[config.mk]
export PLATFORM = sky130hd
export DESIGN_NAME = mdu_seq
export DESIGN_NICKNAME = d
export VERILOG_FILES = /design/src/rtl/mdu_seq_pkg.sv /design/src/rtl/mdu_iter_core.sv /design/src/rtl/mdu_seq.sv
export SDC_FILE = /design/constraint.sdc
export NUM_CORES = 1
export LEC_CHECK = 0
export CELL_PAD_IN_SITES_DETAIL_PLACEMENT = 0
export CELL_PAD_IN_SITES_GLOBAL_PLACEMENT = 1
export CORE_MARGIN = 1
export CORE_UTILIZATION = 45
export DETAILED_ROUTE_END_ITERATION = 6
export PLACE_DENSITY = 0.92
export SLEW_MARGIN = 20
export SYNTH_ARGS = -nofsm -noshare
export SYNTH_HDL_FRONTEND = slang
export SYNTH_SLANG_ARGS = --single-unit
[constraint.sdc]
create_clock -name i_clock -period 7 [get_ports i_clock]
set_clock_uncertainty 0.1 [all_clocks]
set_input_delay 1.05 -clock i_clock [delete_from_list [all_inputs] [get_ports i_clock]]
set_output_delay 1.05 -clock i_clock [all_outputs]
set_load 0.01 [all_outputs]
[src/rtl/mdu_seq_pkg.sv]
// rtl/mdu_seq_pkg.sv - shared constants and helpers for the RV32M multiply/divide sequencer
package mdu_seq_pkg;

    localparam int MDU_XLEN  = 32;
    localparam int MDU_ITERS = 32;

    // funct3 encodings of the M extension
    localparam logic [2:0] MDU_MUL    = 3'b000;
    localparam logic [2:0] MDU_MULH   = 3'b001;
    localparam logic [2:0] MDU_MULHSU = 3'b010;
    localparam logic [2:0] MDU_MULHU  = 3'b011;
    localparam logic [2:0] MDU_DIV    = 3'b100;
    localparam logic [2:0] MDU_DIVU   = 3'b101;
    localparam logic [2:0] MDU_REM    = 3'b110;
    localparam logic [2:0] MDU_REMU   = 3'b111;

    // sequencer states
    localparam logic [1:0] ST_IDLE = 2'd0;
    localparam logic [1:0] ST_CALC = 2'd1;
    localparam logic [1:0] ST_DONE = 2'd2;

    // magnitude of a value that may be two's-complement signed
    function automatic logic [MDU_XLEN-1:0] mdu_mag(input logic [MDU_XLEN-1:0] v, input logic neg);
        return neg ? (~v + 1'b1) : v;
    endfunction

endpackage

[src/rtl/mdu_iter_core.sv]
// rtl/mdu_iter_core.sv - 64-bit accumulator with one shift-add or shift-subtract-restore step per cycle
module mdu_iter_core
    import mdu_seq_pkg::*;
#(
    parameter int XLEN = MDU_XLEN
) (
    input  logic              i_clock,
    input  logic              i_reset_n,
    input  logic              load,
    input  logic              step,
    input  logic              is_div,
    input  logic [XLEN-1:0]   a_mag,
    input  logic [XLEN-1:0]   b_mag,
    output logic [2*XLEN-1:0] acc_next
);

    // acc holds {partial high / remainder, multiplier / dividend-quotient}
    logic [2*XLEN-1:0] acc;
    logic [XLEN-1:0]   b_reg;

    logic [XLEN:0]     mul_sum;
    logic [XLEN:0]     rem_shift;
    logic [XLEN+1:0]   div_diff;
    logic [2*XLEN-1:0] mul_next;
    logic [2*XLEN-1:0] div_next;

    // one iteration of either algorithm, exposed so the final step can be used the same cycle
    always_comb begin
        mul_sum   = {1'b0, acc[2*XLEN-1:XLEN]} + {1'b0, (acc[0] ? b_reg : {XLEN{1'b0}})};
        mul_next  = {mul_sum, acc[XLEN-1:1]};

        rem_shift = acc[2*XLEN-1:XLEN-1];
        div_diff  = {1'b0, rem_shift} - {2'b00, b_reg};
        if (!div_diff[XLEN+1]) begin
            div_next = {div_diff[XLEN-1:0], acc[XLEN-2:0], 1'b1};
        end else begin
            div_next = {acc[2*XLEN-2:0], 1'b0};
        end

        acc_next = is_div ? div_next : mul_next;
    end

    // operand capture on accept, then one step per CALC cycle
    always_ff @(posedge i_clock or negedge i_reset_n) begin
        if (!i_reset_n) begin
            acc   <= '0;
            b_reg <= '0;
        end else if (load) begin
            acc   <= {{XLEN{1'b0}}, a_mag};
            b_reg <= b_mag;
        end else if (step) begin
            acc   <= acc_next;
        end
    end

endmodule

[src/rtl/mdu_seq.sv]
// rtl/mdu_seq.sv - iterative RV32M multiply/divide sequencer with valid/ready request and result
module mdu_seq
    import mdu_seq_pkg::*;
#(
    parameter int XLEN  = MDU_XLEN,
    parameter int ITERS = MDU_ITERS
) (
    input  logic            i_clock,
    input  logic            i_reset_n,
    input  logic            i_valid,
    output logic            o_ready,
    input  logic [2:0]      i_func,
    input  logic [XLEN-1:0] i_src1,
    input  logic [XLEN-1:0] i_src2,
    input  logic            i_flush,
    output logic            o_valid,
    input  logic            i_ready,
    output logic [XLEN-1:0] o_result,
    output logic            o_busy
);

    localparam int CNT_W = $clog2(ITERS);

    logic [1:0]        state;
    logic [CNT_W-1:0]  count;
    logic [2:0]        func_q;
    logic              neg_q;

    logic              accept;
    logic              s1_signed;
    logic              s2_signed;
    logic              s1_neg;
    logic              s2_neg;
    logic              neg_res;
    logic [XLEN-1:0]   a_mag;
    logic [XLEN-1:0]   b_mag;
    logic              div_zero;
    logic              div_ovf;
    logic              fast;
    logic [XLEN-1:0]   fast_res;
    logic              count_last;

    logic [2*XLEN-1:0] acc_next;
    logic [2*XLEN-1:0] prod;
    logic [XLEN-1:0]   quot;
    logic [XLEN-1:0]   rem;
    logic [XLEN-1:0]   formed;

    assign o_ready    = (state == ST_IDLE);
    assign o_valid    = (state == ST_DONE);
    assign o_busy     = (state != ST_IDLE);
    assign accept     = i_valid & o_ready & ~i_flush;
    assign count_last = (count == CNT_W'(ITERS - 1));

    // request decode: operand signedness, magnitudes, result sign and fast paths
    always_comb begin
        s1_signed = (i_func != MDU_MULHU) && (i_func != MDU_DIVU) && (i_func != MDU_REMU);
        s2_signed = (i_func == MDU_MUL) || (i_func == MDU_MULH) ||
                    (i_func == MDU_DIV) || (i_func == MDU_REM);
        s1_neg    = s1_signed & i_src1[XLEN-1];
        s2_neg    = s2_signed & i_src2[XLEN-1];
        // remainder follows the dividend; everything else follows the operand sign product
        neg_res   = (i_func == MDU_REM) ? s1_neg : (s1_neg ^ s2_neg);
        a_mag     = mdu_mag(i_src1, s1_neg);
        b_mag     = mdu_mag(i_src2, s2_neg);

        div_zero  = i_func[2] && (i_src2 == {XLEN{1'b0}});
        div_ovf   = i_func[2] && !i_func[0] &&
                    (i_src1 == {1'b1, {(XLEN-1){1'b0}}}) && (i_src2 == {XLEN{1'b1}});
        fast      = div_zero | div_ovf;

        if (i_func[1]) begin
            fast_res = div_zero ? i_src1 : {XLEN{1'b0}};
        end else begin
            fast_res = div_zero ? {XLEN{1'b1}} : {1'b1, {(XLEN-1){1'b0}}};
        end
    end

    // sign fix-up and selection of the architectural result from the final step
    always_comb begin
        prod = neg_q ? (~acc_next + 1'b1) : acc_next;
        quot = acc_next[XLEN-1:0];
        rem  = acc_next[2*XLEN-1:XLEN];
        if (!func_q[2]) begin
            formed = (func_q == MDU_MUL) ? prod[XLEN-1:0] : prod[2*XLEN-1:XLEN];
        end else if (func_q[1]) begin
            formed = neg_q ? (~rem + 1'b1) : rem;
        end else begin
            formed = neg_q ? (~quot + 1'b1) : quot;
        end
    end

    mdu_iter_core #(
        .XLEN     (XLEN)
    ) u_core (
        .i_clock  (i_clock),
        .i_reset_n(i_reset_n),
        .load     (accept & ~fast),
        .step     (state == ST_CALC),
        .is_div   (func_q[2]),
        .a_mag    (a_mag),
        .b_mag    (b_mag),
        .acc_next (acc_next)
    );

    // sequencer FSM; flush beats the result handshake
    always_ff @(posedge i_clock or negedge i_reset_n) begin
        if (!i_reset_n) begin
            state    <= ST_IDLE;
            count    <= '0;
            func_q   <= '0;
            neg_q    <= 1'b0;
            o_result <= '0;
        end else begin
            case (state)
                ST_IDLE: begin
                    if (accept) begin
                        func_q <= i_func;
                        neg_q  <= neg_res;
                        count  <= '0;
                        if (fast) begin
                            o_result <= fast_res;
                            state    <= ST_DONE;
                        end else begin
                            state    <= ST_CALC;
                        end
                    end
                end
                ST_CALC: begin
                    if (i_flush) begin
                        state <= ST_IDLE;
                        count <= '0;
                    end else if (count_last) begin
                        o_result <= formed;
                        state    <= ST_DONE;
                        count    <= '0;
                    end else begin
                        count <= count + 1'b1;
                    end
                end
                ST_DONE: begin
                    if (i_flush || i_ready) begin
                        state <= ST_IDLE;
                    end
                end
                default: begin
                    state <= ST_IDLE;
                    count <= '0;
                end
            endcase
        end
    end

endmodule

==> qor.txt <==
===============================================================================================
Category of the most critical setup path ......................................... flop to flop
Starting utilization of the core area ............................................       45.66%
Startpoint of the most critical setup path ....................................... u_core.acc[41]
Largest fanout on the critical path ..............................................           21
Accumulated negative setup slack .................................................         0 ns
Number of gates given a new drive strength after cts .............................            0
Hold Vio Cnt, Final ..............................................................            0
Cell depth of the worst min-delay path ...........................................            2
Number of vias in the routed layout ..............................................        17070
Total of fill cells in the finished design .......................................         3324
Detailed Place HPWL ..............................................................     47900 um
Delay contributed by the slowest stage of the critical path ......................      0.88 ns
Detail Route met2 WL .............................................................     26360 um
Worst reg-to-reg path cell count .................................................           17
Die extent in y ..................................................................     186.2 um
Post-synthesis instance total ....................................................         2055
Tightest Pin Transition ..........................................................     1.106 ns
Post-route fraction of the period consumed by the critical path ..................       90.01%
Initial DRC count ................................................................         2335
Type of destination of the critical path .........................................         flop
Number of nets still failing antenna checks after routing ........................            0
Total power draw .................................................................     8.843 mW
Die X-Extent .....................................................................     186.2 um
Max FFs per register .............................................................           64
Metal1 wirelength ................................................................     26640 um
Number of buffers created by CTS .................................................           17
Sequential area share after synthesis ............................................       22.77%
Core area ........................................................................    33450 um2
Logic depth of the worst path, buffers included ..................................           17
Leakage power figure .............................................................     7.059 nW
Count of cell types in the netlist ...............................................           90
Most common cell in the synthesized netlist ...................................... sky130_fd_sc_hd__nand2_1
Clock tree root buffer cell ...................................................... sky130_fd_sc_hd__clkbuf_16
Post-place instance area .........................................................    16720 um2
CTS H-Tree Depth .................................................................            4
Layout Nets ......................................................................         2242
Area leader, netlist ............................................................. sky130_fd_sc_hd__dfrtp_1
Remaining max-slew budget at the tightest pin ....................................       26.02%
Synthesized area per cell ........................................................    7.432 um2
Register cell area after layout ..................................................     3483 um2
Violations in the final reports .................................................. design-rule violations
Data required, critical path .....................................................      7.29 ns
Port Buffer Count ................................................................          106
Sinks on the clock net ...........................................................          139
GR Overflow Total ................................................................            0
Area growth syn-to-layout ........................................................       13.35%
F_max ............................................................................    158.7 MHz
Final Critical Period ............................................................     6.301 ns
Antenna violations before repair .................................................            1
Most numerous cell types in the synthesized netlist .............................. sky130_fd_sc_hd__nand2_1, sky130_fd_sc_hd__o21ai_0, sky130_fd_sc_hd__nor2_1
IR Drop Worst-Case VDD ...........................................................    0.2570 mV
Post-synth EDFFs .................................................................            0
Detailed-route vias per instance .................................................        6.674
Type of the worst min-delay path ................................................. flop to flop
Multi-input gate area ............................................................    11060 um2
GRT Util Overall .................................................................       36.01%
Routed wl met3 ...................................................................      7240 um
Clock input transition at the sequential cells of the worst setup and hold paths .      0.07 ns
Clock Tree Buf Depth .............................................................            2
Number of ports placed on the die boundary .......................................          107
Instance count after placement with tap cells included ...........................         2526
Die ar. ..........................................................................    34680 um2
Cell family with most CP delay ................................................... compound AO/OA/AOI/OAI gates
Final standard cell utilization of the core ......................................       51.76%
Setup slack at placement .........................................................    0.8844 ns
Post-Route WL ....................................................................     62630 um
TritonCTS clock tree .............................................................         done
First-pass GRT wire length .......................................................     93280 um
#FFs+latches synth ...............................................................          139
Buffers inserted by post-CTS timing repair .......................................            0
Cells along the critical path .................................................... ha_1, a21oi_1, o21ai_1, a221o_1, o211ai_2, a41o_1, ha_1, o21ai_0, or4_1, nand2b_1, nand2b_1, nor2_1, a21oi_1, mux4_2, nor3_1, o21ai_0, a31oi_1
CP startpoint kind ...............................................................         flop
Uppermost metal layer occupied by signal nets ....................................         met4
Startpoint of the most critical register-to-register path ........................ u_core.acc[41]
Fin. max-slew vios ...............................................................            0
Number of detailed-routing iterations run before antenna repair ..................            7
Setup WS post-layout .............................................................    0.6992 ns
Ys flop type ..................................................................... sky130_fd_sc_hd__dfrtp_1
Count of synthesis-stage warnings from yosys .....................................            0
Pin count of the biggest net entering global routing .............................           81
Count of buffering cells on the critical path with inverters included ............            0
Critical hold path startpoint ....................................................  o_result[5]
Area contributors post-synth ..................................................... sky130_fd_sc_hd__dfrtp_1, sky130_fd_sc_hd__o21ai_0, sky130_fd_sc_hd__ha_1, sky130_fd_sc_hd__nand2_1, sky130_fd_sc_hd__xnor2_1
Result of the run ................................................................ complete, but fails checks
CP Data Arrival Time .............................................................      6.59 ns
Total non-filler cell area in the finished layout ................................    17310 um2
Proportion of synthesized flip-flops having asynchronous set or reset ............       100.0%
Combined area of all synthesized cells ...........................................    15270 um2
Proportion of layout cells with a drive suffix above 1 ...........................       6.445%
Via count of the first global-routing pass .......................................        15250
Diodes inserted ..................................................................            0
Worst hold slack .................................................................    0.3818 ns
Count of non-filler cells in the finished layout .................................         2558
Row count ........................................................................           67
Power density over the cells ..................................................... 510.8 nW/um2
Total of max-cap violations ......................................................            0
Unrepaired setup endpoints after global routing ..................................           no
Insertion delay to the later sink of the worst-skew pair .........................      0.47 ns
CTS Hold Bufs ....................................................................            0
Wire length per cell after detailed routing ......................................     24.48 um
Net count of the mapped netlist ..................................................         2200
Global placer's final weighted congestion ........................................        1.034
Endpoints failing setup ..........................................................            0
Slowest library cell on the worst path ........................................... sky130_fd_sc_hd__o211ai_2
Area share of the leading cell type in the synthesized netlist ...................       22.77%
Residual DRC count ...............................................................            2
===============================================================================================
## kinds of logic (layout without fill, tap and decap cells)
kind of cell	Yosys count	count (layout)	share of synthesized area (%)
adder cells (fa/ha/maj)	73	73	6.078
XOR/XNOR	150	150	8.602
AO/OA/AOI/OAI	707	707	30.41
buffers and inverters	191	246	5.038
flip-flops	139	139	22.77
multiplexers	48	48	3.375
AND/OR/NAND/NOR	747	747	23.72
## where the power goes
group          switching [mW]  internal [mW]  total (mW)
combinational            4.13           2.28        6.41
sequential              0.365           1.12        1.48
clock                   0.440          0.512       0.952
## layer usage
metal  track usage (%)  up-vias
met1             50.92     8183
met3             9.638      155
met4             13.57        0
li1                  -     7696
met2             51.90     1039
met5                 0        -
## worst paths after layout
| check | end | slack [ns] |
|---|---|---|
| setup / recovery | o_result[2] | 0.70 |
| hold / removal | o_result[5] | 0.38 |
| setup reg to reg | o_result[2] | 0.70 |
| hold reg to reg | o_result[5] | 0.38 |
| max in group asynchronous | u_core.acc[31] | 4.90 |
| min in group asynchronous | o_result[12] | 0.50 |
## cell usage in the layout, fill, tap and decap left out, drive strengths merged, types with 21 or more instances in the layout
| cell | n |
|---|---|
| a21o | 21 |
| a21oi | 136 |
| a31oi | 37 |
| and2 | 51 |
| buf | 40 |
| clkdlybuf4s50 | 105 |
| dfrtp | 139 |
| ha | 71 |
| inv | 76 |
| mux2i | 38 |
| nand2 | 232 |
| nand2b | 26 |
| nand3 | 67 |
| nand4 | 36 |
| nor2 | 164 |
| nor3 | 59 |
| o211ai | 22 |
| o21ai | 232 |
| o221ai | 24 |
| o31ai | 40 |
| xnor2 | 83 |
| xor2 | 67 |
## area by class of cell
cell class / count / share of cell area (%)
clock inverters: 14 / 0.8745
flip-flops and latches: 139 / 20.12
well taps: 448 / 3.238
clock buffers: 18 / 2.537
repair buffers: 145 / 7.827
multi-input cells: 1725 / 63.91
inverters: 69 / 1.496
## worst min-delay path: stages (launching register included)
cell and delay (ns):
sky130_fd_sc_hd__dfrtp_1 0.34, sky130_fd_sc_hd__nand2_1 0.05, sky130_fd_sc_hd__o21ai_0 0.06
No activity file was read; power rests on OpenSTA's default activity.
